**src/rtl/mmio_in_pkg.sv**
```systemverilog
// Shared constants for the memory-mapped input port: register offsets, bus widths, debounce states.
// Used by mmio_input_port and input_debounce.
package mmio_in_pkg;

    localparam int REG_W   = 32;  // core data bus width
    localparam int WIN_LSB = 4;   // 16-byte window: addr[31:4] selects the block
    localparam int OFF_LSB = 2;   // word offset lives in addr[3:2]
    localparam int OFF_W   = 2;

    localparam logic [OFF_W-1:0] OFF_SW   = 2'd0;
    localparam logic [OFF_W-1:0] OFF_BTN  = 2'd1;
    localparam logic [OFF_W-1:0] OFF_EDGE = 2'd2;
    localparam logic [OFF_W-1:0] OFF_MASK = 2'd3;

    typedef enum logic {
        DB_IDLE,
        DB_COUNT
    } db_state_e;

endpackage

```
**src/rtl/input_debounce.sv**
```systemverilog
// One push button: two-flop synchroniser, stability counter, debounced level and a
// one-cycle rise pulse on the cycle the debounced level goes 0->1.
module input_debounce
    import mmio_in_pkg::*;
#(
    parameter int DEBOUNCE_CYCLES = 1_000_000
) (
    input  logic clk,
    input  logic rst_n,
    input  logic pin,
    output logic deb,
    output logic rise
);

    localparam int                CNT_W    = $clog2(DEBOUNCE_CYCLES);
    localparam logic [CNT_W-1:0] CNT_LAST = CNT_W'(DEBOUNCE_CYCLES - 1);

    logic [1:0]       sync_q;
    logic             sync;
    logic [CNT_W-1:0] cnt_q, cnt_d;
    logic             deb_q, deb_d;
    db_state_e        state;

    assign sync = sync_q[1];
    assign deb  = deb_q;

    // NOTE: state flops use non-blocking assignments so every register samples pre-edge values.
    always_ff @(posedge clk or negedge rst_n) begin
        if (!rst_n) begin
            sync_q <= '0;
            cnt_q  <= '0;
            deb_q  <= 1'b0;
        end else begin
            sync_q <= {sync_q[0], pin};
            cnt_q  <= cnt_d;
            deb_q  <= deb_d;
        end
    end

    // The FSM state is implied by whether the synchronised pin disagrees with the accepted level.
    // NOTE: every output of this block gets a default first, so no latch can be inferred.
    always_comb begin
        state = (sync != deb_q) ? DB_COUNT : DB_IDLE;
        cnt_d = '0;
        deb_d = deb_q;
        rise  = 1'b0;
        case (state)
            DB_IDLE: ;
            DB_COUNT: begin
                if (cnt_q == CNT_LAST) begin
                    deb_d = sync;
                    rise  = sync;
                end else begin
                    cnt_d = cnt_q + CNT_W'(1);
                end
            end
        endcase
    end

endmodule

```
**src/rtl/mmio_input_port.sv**
```systemverilog
// Memory-mapped switch/button input port on the core data bus (SW, BTN, EDGE, MASK words).
// Define MMIO_INPUT_IRQ_EN to add the MASK register and the registered press interrupt.
module mmio_input_port
    import mmio_in_pkg::*;
#(
    parameter logic [31:0] BASE_ADDR       = 32'h0000_0100,
    parameter int          N_SW            = 16,
    parameter int          N_BTN           = 5,
    parameter int          DEBOUNCE_CYCLES = 1_000_000
) (
    input  logic             clk,
    input  logic             rst_n,
    input  logic [N_SW-1:0]  sw_i,
    input  logic [N_BTN-1:0] btn_i,
    input  logic [31:0]      addr,
    input  logic             mem_write,
    input  logic [31:0]      wdata,
    output logic             sel,
    output logic [31:0]      rdata,
    output logic             irq
);

    logic [N_SW-1:0]  sw_meta, sw_sync;
    logic [N_BTN-1:0] btn_deb, btn_rise;
    logic [N_BTN-1:0] edge_q, edge_clr;
    logic [OFF_W-1:0] off;
    logic             wr_en;
    logic             unused_bits;

    assign sel   = (addr[REG_W-1:WIN_LSB] == BASE_ADDR[REG_W-1:WIN_LSB]);
    assign off   = addr[OFF_LSB +: OFF_W];
    assign wr_en = mem_write && sel;

    // Byte lane and store data above the button field carry no meaning here.
    assign unused_bits = ^{addr[OFF_LSB-1:0], wdata[REG_W-1:N_BTN]};

    always_ff @(posedge clk or negedge rst_n) begin
        if (!rst_n) begin
            sw_meta <= '0;
            sw_sync <= '0;
        end else begin
            sw_meta <= sw_i;
            sw_sync <= sw_meta;
        end
    end

    for (genvar i = 0; i < N_BTN; i++) begin : g_btn
        input_debounce #(
            .DEBOUNCE_CYCLES (DEBOUNCE_CYCLES)
        ) u_debounce (
            .clk   (clk),
            .rst_n (rst_n),
            .pin   (btn_i[i]),
            .deb   (btn_deb[i]),
            .rise  (btn_rise[i])
        );
    end

    // A press landing on the same edge as its write-1-to-clear keeps the flag set.
    assign edge_clr = (wr_en && off == OFF_EDGE) ? wdata[N_BTN-1:0] : '0;

    always_ff @(posedge clk or negedge rst_n) begin
        if (!rst_n) edge_q <= '0;
        else        edge_q <= (edge_q & ~edge_clr) | btn_rise;
    end

`ifdef MMIO_INPUT_IRQ_EN
    logic [N_BTN-1:0] mask_q;
    logic             irq_q;

    always_ff @(posedge clk or negedge rst_n) begin
        if (!rst_n) begin
            mask_q <= '0;
            irq_q  <= 1'b0;
        end else begin
            if (wr_en && off == OFF_MASK) mask_q <= wdata[N_BTN-1:0];
            irq_q <= |(edge_q & mask_q);
        end
    end

    assign irq = irq_q;
`else
    assign irq = 1'b0;
`endif

    always_comb begin
        rdata = '0;
        if (sel) begin
            case (off)
                OFF_SW:   rdata[N_SW-1:0]  = sw_sync;
                OFF_BTN:  rdata[N_BTN-1:0] = btn_deb;
                OFF_EDGE: rdata[N_BTN-1:0] = edge_q;
                OFF_MASK: begin
`ifdef MMIO_INPUT_IRQ_EN
                    rdata[N_BTN-1:0] = mask_q;
`endif
                end
                default: ;
            endcase
        end
    end

endmodule

```
**config.mk**
```make
export PLATFORM = sky130hd
export DESIGN_NAME = mmio_input_port
export DESIGN_NICKNAME = d
export VERILOG_FILES = /design/src/rtl/mmio_in_pkg.sv /design/src/rtl/input_debounce.sv /design/src/rtl/mmio_input_port.sv
export SDC_FILE = /design/constraint.sdc
export NUM_CORES = 1
export LEC_CHECK = 0
export ABC_AREA = 1
export CORE_ASPECT_RATIO = 0.5
export CORE_MARGIN = 1
export CORE_UTILIZATION = 55
export DETAILED_ROUTE_END_ITERATION = 6
export PLACE_DENSITY = 0.77
export SLEW_MARGIN = 10
export SYNTH_ARGS = -nofsm -noshare
export SYNTH_HDL_FRONTEND = slang
export SYNTH_HIERARCHICAL = 1
export SYNTH_SLANG_ARGS = --single-unit
export TNS_END_PERCENT = 1
```
**constraint.sdc**
```tcl
create_clock -name clk -period 3.1 [get_ports clk]
set_input_delay 0.31 -clock clk [delete_from_list [all_inputs] [get_ports clk]]
set_output_delay 0.31 -clock clk [all_outputs]
set_load 0.01 [all_outputs]
```
Yosys cells after proc, flatten, opt, wreduce, memory -nomap -nowiden --
Cells that the tools add are included.
Storage, ports and cells: RAM bits 0, bits in latches 0, register bits 152, bits in read-only memories 0, memories 0, output and inout bits 34
Cells by class: add/subtract/negate cells 5, multiplexer cells 29, equality and inequality tests 13, reduce and logical (&&, ||, !) cells 8, shift-type cells 0, bitwise operators 3, divide/modulo/power cells 0, multiply operators 0, magnitude comparators 0
Operators by type and width (number):
- 20-bit two-way mux | 10
- 20-bit by 1-bit adder with 20-bit output (second input constant) | 5
- 20-bit == test (second input constant) | 5
- 28-bit by 5-bit == test with 1-bit output (second input constant) | 1
- 16-bit two-way mux | 1
- 1-bit two-way mux | 15
- 5-bit case mux with 3 select lines | 1
- 11-bit two-way mux | 1
- 2-bit AND reduction | 5
- 5-bit AND | 1
- 5-bit two-way mux | 1
- 1-bit inequality test | 5
- 5-bit inverter | 1
- 5-bit OR | 1
- 2-bit by 1-bit == test with 1-bit output (second input constant) | 1
- 2-bit == test (second input constant) | 1
- 1-bit logical AND | 2
- 2-bit zero test | 1

Longest topological paths before layout --
word-level depth 7, depth in mapped cells 9, mapped depth without buffers 9

Cells and area by module --
The synthesis kept the hierarchy.
By module, submodules not included:
- input_debounce | cells each 162, instances 5, area each 1292.5 sq um
- mmio_input_port | cells each 154, instances 1, area each 1582.8 sq um

Worst setup path after synthesis --
OpenSTA, ideal clock, no wires.
kind input to output, start point input addr[31], end point output rdata[10], required time 2.790 ns, stages on the path 8, setup slack 1.655 ns, arrival 1.135 ns, cells stage by stage nor2_1 -> nand2_1 -> nor2_2 -> nand2_2 -> nor2_8 -> inv_4 -> buf_12 -> nor2_4
Between the ends: longest elaborated chain between the ends 2
RTL lines:
- start: declaration | line mmio_input_port.sv:15 | input logic [31:0] addr,
- 28-bit by 5-bit == test with 1-bit output | line mmio_input_port.sv:30 | assign sel = (addr[REG_W-1:WIN_LSB] == BASE_ADDR[REG_W-1:WIN_LSB]);
- named net sel | line mmio_input_port.sv:18 | output logic sel,
- 16-bit two-way mux | line mmio_input_port.sv:88 | if (sel) begin
- end: declaration | line mmio_input_port.sv:19 | output logic [31:0] rdata,
The timed path passes the listed nets, and every way through them passes these cells.

Worst setup path after layout --
start point input addr[8], end point output rdata[1]
Between the ends: longest elaborated chain between the ends 2
RTL lines (line):
- 28-bit by 5-bit == test with 1-bit output | mmio_input_port.sv:30
- 16-bit two-way mux | mmio_input_port.sv:88
Every way passes these cells.

==> flow_summary.json <==
{
  "ys_seq_elements": 152,
  "drt_first_pass_iters": 5,
  "clock-sinks": 152,
  "cts_tree": "built",
  "layout-drive-gt1-share_pct": 16.11,
  "finalInstanceArea_mm2": 0.009582,
  "fmax_mhz": 404.2,
  "period_needed_ps": 2474,
  "grt_overflow": 0,
  "fin_nets": 1154,
  "dp.cells": 1233,
  "grt_use_met1_pct": 30.59,
  "dpl-instance-area_mm2": 0.008984,
  "pin_count": 122,
  "finalHoldViolations": 0,
  "grt_max_degree": 75,
  "chipHeight_um": 87.52,
  "powerDensity_mw_per_mm2": 452.7,
  "diodes": 0,
  "clk_latency_ps": 420,
  "syn_area_mm2": 0.008045,
  "ctsRootBufferMaster": "clkbuf_16",
  "dp_hpwl_mm": 12.43,
  "met2_usage_pct": 43.22,
  "fin_skew_ps": 9.710,
  "rr_startpoint": "g_btn[4].u_debounce/cnt_q[0]",
  "place_congestion": 0.9048,
  "crit_type": "in2out",
  "port_buffers": 75,
  "grt_pass1_wl_mm": 29.38,
  "synthTopCellsByArea": "dfrtp_1, nor2_1, nand2_1, inv_1, xor2_1",
  "slowest_delay_ps": 540,
  "seq_area_mm2": 0.003804,
  "end_kind": "output port",
  "multi_input_comb_area_mm2": 0.003795,
  "n_fill_cell": 1108,
  "r2r_slack_ps": 1530,
  "drtIter0Drc": 418,
  "setup-tns-final_ps": 0,
  "fp-row-count": 30,
  "synth_top_area_cell": "dfrtp_1",
  "die_w_um": 173.0,
  "instances_no_fill": 1266,
  "cts-resized-gates": 0,
  "cp_max_fo": 16,
  "hold_path_class": "in2reg",
  "grt_pass1_vias": 6340,
  "cap_violations": 0,
  "area_delta_synth_final_pct": 19.10,
  "vias_per_cell": 5.100,
  "slew_violations": 0,
  "drc": 0,
  "grtUsageMet3_pct": 4.756,
  "grt-busiest-layer": "met2",
  "wl_mm": 17.10,
  "cts_setup_buffers": 0,
  "worstPathArrival_ps": 2160,
  "status": "completed",
  "netlist_instances": 964,
  "die_area_mm2": 0.01514,
  "hold_path_startpoint": "sw_i[12]",
  "p_leak_nw": 4.059,
  "yosysWarnings": 6,
  "routedWlPerCell_um": 13.51,
  "r2r_end": "g_btn[4].u_debounce/cnt_q[6]",
  "crit_top_cell": "nor2_1",
  "finalSetupViolations": 0,
  "ys_seq_area_share_pct": 47.28,
  "hold_end": "sw_meta[12]",
  "yosysTopAreaCellShare_pct": 47.28,
  "cts_made_buffers": 17,
  "cp-start-kind": "input pin",
  "antenna_found_initial": 0,
  "core_area_mm2": 0.01393,
  "maxSlewHeadroom_pct": 55.61,
  "avgSynthCellArea_um2": 8.346,
  "clk_pin_slew_worst_paths_ps": 70,
  "grt_usage_pct": 24.33,
  "critical_path.cell_chain": "clkdlybuf4s50_1 -> inv_1 -> nor2_1 -> nand2_1 -> nor2_1 -> nand2_2 -> nor2_8 -> inv_4 -> nor2_1 -> clkdlybuf4s50_1",
  "ir_drop_uv": 414.4,
  "fin_util_pct": 68.81,
  "rsz0062_at_grt": "false",
  "htreeDepth": 4,
  "rr_worst_depth": 6,
  "num_vias": 6457,
  "clockBufferDepth": 2,
  "required_ps": 2790,
  "initial_core_util_pct": 57.77,
  "crit_slowest_cell": "clkdlybuf4s50_1",
  "period_share_pct": 79.80,
  "ant_nets": 0,
  "yosysUniqueCellTypes": 30,
  "hold-path-cell-count": 1,
  "worstMarginPinSlew_ps": 665.9
}
==> layer usage <==
metal,part of all wire (%),wire (um)
met5,0,0
met3,3.8,645
met1,44,7605
met4,1.5,253
met2,50,8595
==> worst max-delay path: cells and delay by family <==
family	cells	cell delay, ps
AND/OR/NAND/NOR	6	650
buffers and inverters	4	1200
==> report_power, final <==
part,switching (mW),total (mW),internal [mW]
logic,0.125,0.223,0.0976
clock network,0.889,2.07,1.18
registers,0.0210,2.05,2.03
==> kinds of logic after synthesis <==
| family | synth area share [%] |
|---|---|
| other | 0.04661 |
| and+or+nand+nor | 36.97 |
| adders and majority gates | 0.7776 |
| AOI/OAI and AO/OA | 2.722 |
| xor gates and xnor gates | 5.910 |
| buffers and inverters | 6.299 |
| DFF | 47.28 |
==> synthesized netlist by cell type, drive strengths merged <==
master  instances
a21oi          10
a221oi          5
and2            1
buf            18
clkbuf          1
conb            1
dfrtp         152
ha              5
inv            94
nand2         190
nand3          70
nand3b          5
nand4          20
nor2          282
nor3           20
nor3b          10
o21ai          25
or2             5
xnor2          10
xor2           40
==> repair_timing <==
item                                   CTS  global route
endpoints found under the hold margin   70             0
setup endpoints to repair                0             0
hold buffers                             1             0
==> area by class of cell <==
cell class                 count  share of cell area [%]
clock inverter                12                   1.371
clock buffer                  20                   4.766
multi-input combinational    715                   39.61
inverter                      94                   3.709
sequential                   152                   39.70
tap                          192                   2.507
timing repair buffer          81                   8.344
==> cells in the final DEF, fill, tap and decap left out, types with 20 or more instances in the layout <==
cell / count
nand2_2: 32
nor3_1: 20
nand3_1: 60
nor2_1: 219
dfrtp_1: 152
nand2_1: 158
inv_1: 83
nor2_2: 37
nor2_4: 25
nand4_1: 20
xor2_1: 35
clkdlybuf4s50_1: 74
==> stage by stage <==
step	worst slack [ps]	hold WS [ps]	power, mW
after floorplan	1655	14.41	2.181
after global placement	641.1	331.4	2.303
after detailed placement	613.4	334.7	2.310
after CTS	611.7	302.7	4.388
after global routing	469.2	298.0	4.499
final	626.2	318.9	4.338
==> worst max-delay path by stage <==
| stage | from | endpoint | slack, ps | cells after the start |
|---|---|---|---|---|
| floorplan | addr[31] | rdata[10] | 1650 | 8 |
| global placement | addr[8] | rdata[3] | 640 | 10 |
| detailed placement | addr[8] | rdata[0] | 610 | 10 |
| CTS | addr[8] | rdata[0] | 610 | 10 |
| global route | addr[8] | rdata[3] | 470 | 10 |
| finish | addr[8] | rdata[1] | 630 | 10 |
==> registers in the layout (all words and copies together) (netlist names) <==
name / count
g_btn.u_debounce/sync_q: 10
sw_meta: 16
g_btn.u_debounce/cnt_q: 100
sw_sync: 16
edge_q: 5
g_btn.u_debounce/deb: 5
No activity file was read; power rests on OpenSTA's default activity.
